`src/rtl/spi_pkg.sv`:
```
// Shared definitions for the SPI transfer sequencer: FSM encoding, SPI mode
// constants and width helpers used by the sequencer and its tick divider.
package spi_pkg;

  typedef logic [1:0] spi_state_t;

  localparam spi_state_t ST_IDLE  = 2'd0;
  localparam spi_state_t ST_SETUP = 2'd1;
  localparam spi_state_t ST_XFER  = 2'd2;
  localparam spi_state_t ST_HOLD  = 2'd3;

  // {cpol, cpha}
  localparam logic [1:0] MODE0 = 2'b00;
  localparam logic [1:0] MODE1 = 2'b01;
  localparam logic [1:0] MODE2 = 2'b10;
  localparam logic [1:0] MODE3 = 2'b11;

  // Edge counter must hold 2*dw, the number of SCLK edges in one word.
  function automatic int edge_cnt_w(input int dw);
    return $clog2(2 * dw) + 1;
  endfunction

  // Divider must count to 2^(2^rg-1)-1, the largest ratio exponent.
  function automatic int tick_cnt_w(input int rg);
    return (1 << rg) - 1;
  endfunction

endpackage

```
`src/rtl/spi_ratio_tick.sv`:
```
// Tick-enable generator: one tick every 2^ratio_i clk_i cycles, held at zero
// while clr_i is high so every transfer starts on a fresh period.
module spi_ratio_tick
  import spi_pkg::*;
#(
  parameter int RATIO_GRADE = 3
) (
  input  logic                   clk_i,
  input  logic                   arst_n_i,
  input  logic                   clr_i,
  input  logic [RATIO_GRADE-1:0] ratio_i,
  output logic                   tick_o
);

  localparam int CW = tick_cnt_w(RATIO_GRADE);

  logic [CW-1:0] cnt_q;
  logic [CW-1:0] lim;

  // 2^ratio-1 as a low-bit mask; the largest exponent yields all ones.
  assign lim    = ~({CW{1'b1}} << ratio_i);
  assign tick_o = !clr_i && (cnt_q == lim);

  always_ff @(posedge clk_i or negedge arst_n_i) begin
    if (!arst_n_i)            cnt_q <= '0;
    else if (clr_i || tick_o) cnt_q <= '0;
    else                      cnt_q <= cnt_q + CW'(1);
  end

endmodule

```
`src/rtl/spi_xfer_seq.sv`:
```
// SPI master word sequencer: CS setup, 2*DATA_WIDTH SCLK edges, CS hold, done.
// Optional SPI_LSB_FIRST_EN adds lsb_first_i to select shift direction.
module spi_xfer_seq
  import spi_pkg::*;
#(
  parameter int DATA_WIDTH  = 8,
  parameter int RATIO_GRADE = 3
) (
  input  logic                   clk_i,
  input  logic                   arst_n_i,
  input  logic                   start_i,
  input  logic [RATIO_GRADE-1:0] ratio_i,
  input  logic                   cpol_i,
  input  logic                   cpha_i,
  input  logic [DATA_WIDTH-1:0]  tx_data_i,
  input  logic                   miso_i,
`ifdef SPI_LSB_FIRST_EN
  input  logic                   lsb_first_i,
`endif
  output logic [DATA_WIDTH-1:0]  rx_data_o,
  output logic                   busy_o,
  output logic                   done_o,
  output logic                   sclk_o,
  output logic                   mosi_o,
  output logic                   cs_n_o
);

  localparam int             EW        = edge_cnt_w(DATA_WIDTH);
  localparam logic [EW-1:0]  LAST_EDGE = EW'(2 * DATA_WIDTH);

  spi_state_t             state_q;
  logic [RATIO_GRADE-1:0] ratio_q;
  logic                   cpol_q, cpha_q, lsb_q;
  logic [DATA_WIDTH-1:0]  tx_sh_q, rx_sh_q, rx_shifted, tx_shifted;
  logic [EW-1:0]          edge_q, edge_nxt;
  logic                   sclk_q, done_q;
  logic                   tick, xfer_tick, leading, sample_en, shift_en;
  logic                   start_ok;

  spi_ratio_tick #(.RATIO_GRADE(RATIO_GRADE)) u_tick (
    .clk_i    (clk_i),
    .arst_n_i (arst_n_i),
    .clr_i    (state_q == ST_IDLE),
    .ratio_i  (ratio_q),
    .tick_o   (tick)
  );

  assign start_ok  = (state_q == ST_IDLE) && start_i;
  assign xfer_tick = (state_q == ST_XFER) && tick;
  assign edge_nxt  = edge_q + EW'(1);
  assign leading   = edge_nxt[0];

  // cpha=0 samples on leading and shifts on trailing; cpha=1 swaps them.
  // The first leading (cpha=1) / last trailing (cpha=0) edge never shifts.
  assign sample_en = xfer_tick && (leading ^ cpha_q);
  assign shift_en  = xfer_tick && !(leading ^ cpha_q)
                     && (edge_nxt != LAST_EDGE) && (edge_nxt != EW'(1));

`ifdef SPI_LSB_FIRST_EN
  always_ff @(posedge clk_i or negedge arst_n_i) begin
    if (!arst_n_i)     lsb_q <= 1'b0;
    else if (start_ok) lsb_q <= lsb_first_i;
  end
`else
  assign lsb_q = 1'b0;
`endif

  always_comb begin
    rx_shifted = {rx_sh_q[DATA_WIDTH-2:0], miso_i};
    tx_shifted = tx_sh_q << 1;
    if (lsb_q) begin
      rx_shifted = {miso_i, rx_sh_q[DATA_WIDTH-1:1]};
      tx_shifted = tx_sh_q >> 1;
    end
  end

  // Transfer configuration is frozen at start.
  always_ff @(posedge clk_i or negedge arst_n_i) begin
    if (!arst_n_i) begin
      ratio_q <= '0;
      cpol_q  <= 1'b0;
      cpha_q  <= 1'b0;
    end else if (start_ok) begin
      ratio_q <= ratio_i;
      cpol_q  <= cpol_i;
      cpha_q  <= cpha_i;
    end
  end

  always_ff @(posedge clk_i or negedge arst_n_i) begin
    if (!arst_n_i) begin
      state_q <= ST_IDLE;
      edge_q  <= '0;
      done_q  <= 1'b0;
    end else begin
      done_q <= 1'b0;
      case (state_q)
        ST_IDLE:  if (start_ok) state_q <= ST_SETUP;
        ST_SETUP: if (tick) begin
          edge_q  <= '0;
          state_q <= ST_XFER;
        end
        ST_XFER:  if (tick) begin
          edge_q <= edge_nxt;
          if (edge_nxt == LAST_EDGE) state_q <= ST_HOLD;
        end
        ST_HOLD:  if (tick) begin
          state_q <= ST_IDLE;
          done_q  <= 1'b1;
        end
        default:  state_q <= ST_IDLE;
      endcase
    end
  end

  // SCLK starts at the new idle level and toggles once per XFER tick.
  always_ff @(posedge clk_i or negedge arst_n_i) begin
    if (!arst_n_i)      sclk_q <= 1'b0;
    else if (start_ok)  sclk_q <= cpol_i;
    else if (xfer_tick) sclk_q <= ~sclk_q;
  end

  always_ff @(posedge clk_i or negedge arst_n_i) begin
    if (!arst_n_i) begin
      tx_sh_q <= '0;
      rx_sh_q <= '0;
    end else if (start_ok) begin
      tx_sh_q <= tx_data_i;
      rx_sh_q <= '0;
    end else begin
      if (shift_en)  tx_sh_q <= tx_shifted;
      if (sample_en) rx_sh_q <= rx_shifted;
    end
  end

  always_ff @(posedge clk_i or negedge arst_n_i) begin
    if (!arst_n_i)                                rx_data_o <= '0;
    else if ((state_q == ST_HOLD) && tick)        rx_data_o <= rx_sh_q;
  end

  assign busy_o = (state_q != ST_IDLE);
  assign cs_n_o = (state_q == ST_IDLE);
  assign done_o = done_q;
  assign sclk_o = sclk_q;
  assign mosi_o = busy_o && (lsb_q ? tx_sh_q[0] : tx_sh_q[DATA_WIDTH-1]);

endmodule

```
`config.mk`:
```
export PLATFORM = sky130hd
export DESIGN_NAME = spi_xfer_seq
export DESIGN_NICKNAME = d
export VERILOG_FILES = /design/src/rtl/spi_pkg.sv /design/src/rtl/spi_ratio_tick.sv /design/src/rtl/spi_xfer_seq.sv
export SDC_FILE = /design/constraint.sdc
export NUM_CORES = 1
export LEC_CHECK = 0
export CAP_MARGIN = 40
export CELL_PAD_IN_SITES_DETAIL_PLACEMENT = 1
export CELL_PAD_IN_SITES_GLOBAL_PLACEMENT = 2
export CORE_MARGIN = 2
export CORE_UTILIZATION = 44
export CTS_CLUSTER_SIZE = 16
export DETAILED_ROUTE_END_ITERATION = 8
export DONT_BUFFER_PORTS = 1
export PLACE_DENSITY_LB_ADDON = 0.2
export SLEW_MARGIN = 20
export SYNTH_ARGS = -nofsm -noshare
export SYNTH_HDL_FRONTEND = slang
export SYNTH_HIERARCHICAL = 1
export SYNTH_SLANG_ARGS = --single-unit
```
`constraint.sdc`:
```
create_clock -name clk_i -period 3.85 [get_ports clk_i]
set_input_delay 0.5775 -clock clk_i [delete_from_list [all_inputs] [get_ports clk_i]]
set_output_delay 0.5775 -clock clk_i [all_outputs]
set_load 0.02 [all_outputs]
```
==> results of run 1 <==
[power breakdown]
group	switching, mW	internal, mW	leakage, nW
Clock	0.159	0.212	0.0614
Combinational	0.345	0.254	0.407
Sequential	0.212	0.602	0.571
[routing by layer]
layer  track usage (%)  share of wire, %  up-vias
met2              33.9                52       30
met4              4.68               1.1        0
met5                 0                 0        -
li1                  -                 -      730
met1              23.9                43      778
met3              4.89               3.6        7
[how the worst max path moves through the flow]
stage / start / end / slack (ns) / cells past startpoint
after floorplan: ratio_q[1] / rx_sh_q[0] / 1.29 / 10
after global placement: u_tick/cnt_q[0] / rx_sh_q[0] / 0.98 / 8
after detailed placement: u_tick/cnt_q[0] / rx_sh_q[4] / 0.81 / 8
after CTS: u_tick/cnt_q[0] / rx_sh_q[4] / 0.80 / 8
after global routing: u_tick/cnt_q[0] / tx_sh_q[6] / 0.65 / 8
final: u_tick/cnt_q[0] / tx_sh_q[6] / 0.91 / 8
[area by class of cell]
type	count	share of cell area [%]
well taps	67	3.43
multi-input cells	148	44.2
clock buffers	6	3.38
repair buffers	2	1.43
clock inverters	2	1.59
flip-flops and latches	44	45.1
inverters	6	0.922
[critical path: stages (launching register included)]
cell	delay, ns
dfrtp_1	0.48
nor4_1	0.39
a311oi_2	0.10
o31ai_4	0.36
and3b_1	0.41
o2111ai_1	0.22
a221oi_4	0.50
mux2i_1	0.26
a21oi_1	0.08
[stage by stage]
step | total power, mW | instance area (um2) | cells
2_1_floorplan | 1.27 | 2240 | 205
4_1_cts | 1.81 | 2430 | 274
3_3_place_gp | 1.36 | 2290 | 265
6_report | 1.78 | 2440 | 275
5_1_grt | 1.91 | 2440 | 275
3_5_place_dp | 1.42 | 2290 | 265
[kinds of logic (layout without fill, tap and decap cells)]
kind of cell	count (synthesis)	after routing	synth area share (%)
AND/OR/NAND/NOR	68	68	14.4
flip-flops	44	44	49.2
XOR/XNOR	8	8	3.13
AO/OA/AOI/OAI	39	39	14.5
adder cells (fa/ha/maj)	8	8	4.47
buffers and inverters	13	16	2.68
multiplexers	25	25	11.7
[placed cells by master (no fill, tap or decap), types with 2 or more instances in the layout]
cell type,count
a211oi_1,7
a21oi_1,9
a22o_1,3
and2_1,3
clkbuf_8,6
dfrtp_1,44
ha_1,8
inv_1,6
mux2_2,9
mux2i_1,16
nand2_1,27
nand2b_1,4
nand3_1,5
nand4_1,2
nor2_1,18
o2111ai_1,2
o21ai_0,7
o22ai_1,2
xnor2_1,4
xor2_1,4
[registers in the layout, indices dropped and copies added (netlist names)]
| signal | cells |
|---|---|
| rx_data_o | 8 |
| ratio_q | 3 |
| rx_sh_q | 8 |
| cpha_q | 1 |
| edge_q | 5 |
| state_q | 2 |
| sclk_o | 1 |
| tx_sh_q | 8 |
| done_o | 1 |
| u_tick/cnt_q | 7 |
==> reports/results.txt, run 1 <==
Run status - complete, no violations
Grt total ovfl - 0
Syn Area/Cell - 10.9 um2
Reg2reg end - tx_sh_q[6]
Max Slew Vio Count - 0
Register area share after synthesis - 49.2%
Hpwl dp - 3.48 mm
Area contributors post-synth - dfrtp_1 (49%), mux2i_1 (7.2%), mux2_2 (4.5%)
CTS Buf Count - 5
Peak supply drop - 380 uV
Post-synth EDFFs - 0
ANT nets after route - 0
Multi-input gate area - 0.00108 mm2
FF+latch area - 0.00110 mm2
Finished Core Util - 50.7%
Max-slew headroom - 57.1%
# rows - 25
Ys Warns - 6
Routed WL - 4.80 mm
Synth area leader - dfrtp_1
Top cell type's share of synthesized area - 49.2%
Port bufs - 0
Syn Inst Count - 205
WL per Instance - 17.5 um
Period utilisation layout - 76.5%
N_diodes - 0
Final setup fails - 0
Nets - 232
DRC - 0
Tightest Pin Transition - 0.644 ns
TritonRoute pass-1 iters - 4
Synth cell types - 40
Number of antenna violations at the first check in global routing - 0
Fin Setup TNS - 0 ns
Vias in the first global route - 1630
Fillers - 545
Post-CTS sizing - 0
Clock skew - 0.00415 ns
Starting density of the core - 46.5%
Asr flop ratio synth - 100%
Ports - 30
Die ar. - 0.00568 mm2
Core ar. - 0.00482 mm2
DR vias - 1545
Count leader, synth - dfrtp_1
Critical path peak fanout - 9
CTS Buffer Depth - 2
Crit path time final - 2.94 ns
Htree depth - 2
Hold WC Path Type - input pin to asynchronous set/reset pin
Post-CTS Hold Buffers - 1
Area grow syn2layout - 9.05%
R2r startpoint - u_tick/cnt_q[0]
RD Place Congestion - 0.791
Worst setup EP type - flip-flop
Vias per cell - 5.62
Post-Syn Area - 0.00224 mm2
Leakage - 1.04 nW
Most frequent cells after synthesis - dfrtp_1 (44), nand2_1 (27), nor2_1 (18), mux2i_1 (16)
Pwr/cell area - 731 mW/mm2
CTS tree - yes
#FFs+latches synth - 44
Setup WS pre-CTS - 0.809 ns
Worst setup path category - flip-flop to flip-flop
Min Hold Slack - 0.117 ns
Synth Flop Type - dfrtp_1
R2r setup slk - 0.91 ns
Global-route wire length before repair - 8.16 mm
Req. time, crit path - 4.00 ns
Hold Violations, Final - 0
Peak Freq - 0.340 GHz
GRT Util Overall - 19.3%
Clock Pin Slew Worst Setup and Hold Paths - 0.09 ns
Worst-skew pair later-pin latency - 0.29 ns
Detailed Route Iter0 Violations - 85
Max-cap viol count - 0
Synth Net Count - 230
Worst Path Arrival - 3.09 ns
Largest net degree at the start of global routing - 45
RSZ-0062 raised after global routing - false
Setup ws final - 0.906 ns
Post-CTS Setup Inserts - 0
Clk root buf - clkbuf_8
Critical path startpoint category - flip-flop
Die X-Extent - 75.3 um
Clk sink count - 44
Die height - 75.3 um
Share of layout cells above drive strength 1 - 12.0%
Worst reg2reg path depth - 8
(Power assumes the default switching activity.)
==> run 2, diff against run 1 <==
--- a/config.mk
+++ b/config.mk
@@ -9,7 +9,7 @@
 export CELL_PAD_IN_SITES_DETAIL_PLACEMENT = 1
 export CELL_PAD_IN_SITES_GLOBAL_PLACEMENT = 2
 export CORE_MARGIN = 2
-export CORE_UTILIZATION = 44
+export CORE_UTILIZATION = 41
 export CTS_CLUSTER_SIZE = 16
 export DETAILED_ROUTE_END_ITERATION = 8
 export DONT_BUFFER_PORTS = 1
==> constraint.sdc (replaced) <==
create_clock -name clk_i -period 2.88 [get_ports clk_i]
set_input_delay 0.432 -clock clk_i [delete_from_list [all_inputs] [get_ports clk_i]]
set_output_delay 0.432 -clock clk_i [all_outputs]
set_load 0.02 [all_outputs]
==> run 2 against run 1 <==
Against the previous run:
- critical path depth unchanged
- worst setup slack got worse by 0.59 ns
- utilization decreased by 3.1 points
- largest power group unchanged
- first-iteration DRC count decreased by 32%
- wire length increased by 2.8%
- critical endpoint is now tx_sh_q[7]
- clock-buffer cell count decreased by 1
- sequential cell count unchanged
- die area increased by 6.9%
==> reports/results.txt, run 2 (same netlist as run 1, synthesis figures left out) <==
Run status - complete, no violations (unchanged)
RSZ-0062 raised after global routing - false (unchanged)
Crit path time final - 2.56 ns (was 2.94 ns)
Post-CTS Hold Buffers - 2 (was 1)
Tightest Pin Transition - 0.596 ns (was 0.644 ns)
Biggest registers after layout - rx_data_o: 8 flops, rx_sh_q: 8 flops, tx_sh_q: 8 flops (unchanged)
Die X-Extent - 77.9 um (was 75.3 um)
Multi-input gate area - 0.00108 mm2 (unchanged)
Final setup fails - 0 (unchanged)
Worst setup EP type - flip-flop (unchanged)
Critical path startpoint category - flip-flop (unchanged)
Htree depth - 2 (unchanged)
Peak supply drop - 360 uV (was 380 uV)
Crit path cell chain - nor4_1, a311oi_2, o31ai_4, and3b_1, o2111ai_1, a221oi_4, mux2i_1, a21oi_1 (unchanged)
Routed WL - 4.94 mm (was 4.80 mm)
Largest net degree at the start of global routing - 45 (unchanged)
Port bufs - 0 (unchanged)
Vias per cell - 5.63 (was 5.62)
Clk root buf - clkbuf_8 (unchanged)
DRC - 0 (unchanged)
CTS Buf Count - 5 (unchanged)
Max Slew Vio Count - 0 (unchanged)
Global-route wire length before repair - 8.37 mm (was 8.16 mm)
Post-CTS Setup Inserts - 0 (unchanged)
Nets - 237 (was 232)
GRT Util Overall - 17.6% (was 19.3%)
WL per Instance - 17.4 um (was 17.5 um)
Commonest non-fill, non-tap cell in the layout - dfrtp_1 (unchanged)
Post-CTS sizing - 0 (unchanged)
Reg2reg end - tx_sh_q[7] (was tx_sh_q[6])
Hold WC Path Type - input pin to flip-flop (was input pin to asynchronous set/reset pin)
CP max-delay cell - a221oi_4 (unchanged)
N_diodes - 0 (unchanged)
Clk sink count - 44 (unchanged)
Fillers - 579 (was 545)
Worst reg2reg path depth - 8 (unchanged)
Critical Path Start - u_tick/cnt_q[0] (unchanged)
Max-cap viol count - 0 (unchanged)
Period utilisation layout - 88.9% (was 76.5%)
Clock skew - 0.00651 ns (was 0.00415 ns)
Worst-skew pair later-pin latency - 0.30 ns (was 0.29 ns)
Buf/Inv on CP - 0 (unchanged)
Setup ws final - 0.319 ns (was 0.906 ns)
Crit. path cell count - 8 (unchanged)
R2r startpoint - u_tick/cnt_q[0] (unchanged)
TritonRoute pass-1 iters - 4 (unchanged)
Worst Path Arrival - 2.72 ns (was 3.09 ns)
Share of layout cells above drive strength 1 - 13.6% (was 12.0%)
Die ar. - 0.00607 mm2 (was 0.00568 mm2)
Pwr/cell area - 978 mW/mm2 (was 731 mW/mm2)
Setup WS pre-CTS - 0.322 ns (was 0.809 ns)
CTS Buffer Depth - 2 (unchanged)
Fin Setup TNS - 0 ns (unchanged)
Leakage - 1.06 nW (was 1.04 nW)
Max-slew headroom - 59.8% (was 57.1%)
DR vias - 1592 (was 1545)
Grt total ovfl - 0 (unchanged)
CP delay by family, top - compound AO/OA/AOI/OAI gates (unchanged)
Peak Freq - 0.391 GHz (was 0.340 GHz)
Most frequent cells in the layout - dfrtp_1 (44), nand2_1 (27), nor2_1 (18) (unchanged)
Critical Path End - tx_sh_q[7] (was tx_sh_q[6])
Vias in the first global route - 1701 (was 1630)
RD Place Congestion - 0.811 (was 0.791)
Hpwl dp - 3.46 mm (was 3.48 mm)
Hold Violations, Final - 0 (unchanged)
Worst setup path category - flip-flop to flip-flop (unchanged)
Area grow syn2layout - 10.7% (was 9.05%)
# rows - 26 (was 25)
Req. time, crit path - 3.04 ns (was 4.00 ns)
Number of antenna violations at the first check in global routing - 0 (unchanged)
ANT nets after route - 0 (unchanged)
CTS tree - yes (unchanged)
Ports - 30 (unchanged)
FF+latch area - 0.00110 mm2 (unchanged)
Core ar. - 0.00520 mm2 (was 0.00482 mm2)
Clock Pin Slew Worst Setup and Hold Paths - 0.09 ns (about the same)
CP peak stage delay - 0.50 ns (about the same)
R2r setup slk - 0.32 ns (was 0.91 ns)
Die height - 77.9 um (was 75.3 um)
Starting density of the core - 43.0% (was 46.5%)
Detailed Route Iter0 Violations - 58 (was 85)
Critical path peak fanout - 8 (was 9)
-- run 2: per-stage QoR --
step	instances	hold WS (ns)	cell area, um2	util, %	total power, mW
global route	283	0.223	2480	47.6	2.62
CTS	283	0.224	2480	47.6	2.46
global placement	273	0.137	2330	44.7	1.87
detailed placement	273	0.137	2330	44.7	1.93
finish	283	0.236	2480	47.6	2.43
floorplan	205	0.136	2240	-	1.70
-- run 2: layout make-up --
class,count,share of cell area (%)
Clock buffer,5,2.77
Timing Repair Buffer,7,3.03
Clock inverter,3,1.87
Sequential cell,44,44.4
Inverter,6,0.908
Tap cell,70,3.53
Multi-Input combinational cell,148,43.5
-- run 2: power breakdown --
part / total (mW) / internal [mW] / switching, mW / leakage, nW
sequential: 1.09 / 0.805 / 0.281 / 0.571
combinational: 0.850 / 0.377 / 0.474 / 0.432
clock: 0.491 / 0.261 / 0.229 / 0.0548
total: 2.43 / 1.44 / 0.983 / 1.06
-- run 2: layer usage --
layer | vias up | track usage [%] | wire length, um
li1 | 741 | - | -
met1 | 818 | 21.8 | 2170
met2 | 29 | 30.1 | 2490
met3 | 4 | 4.77 | 223
met4 | 0 | 5.26 | 55
met5 | - | 0 | 0
-- run 2: how the worst min path moves through the flow --
stage,start,end,slack [ns],cells past startpoint
2_1_floorplan,arst_n_i,cpha_q,0.14,0
3_3_place_gp,arst_n_i,rx_data_o[3],0.14,0
3_5_place_dp,arst_n_i,rx_data_o[3],0.14,0
4_1_cts,ratio_i[0],ratio_q[0],0.22,2
5_1_grt,ratio_i[0],ratio_q[0],0.22,2
6_report,ratio_i[0],ratio_q[0],0.24,2
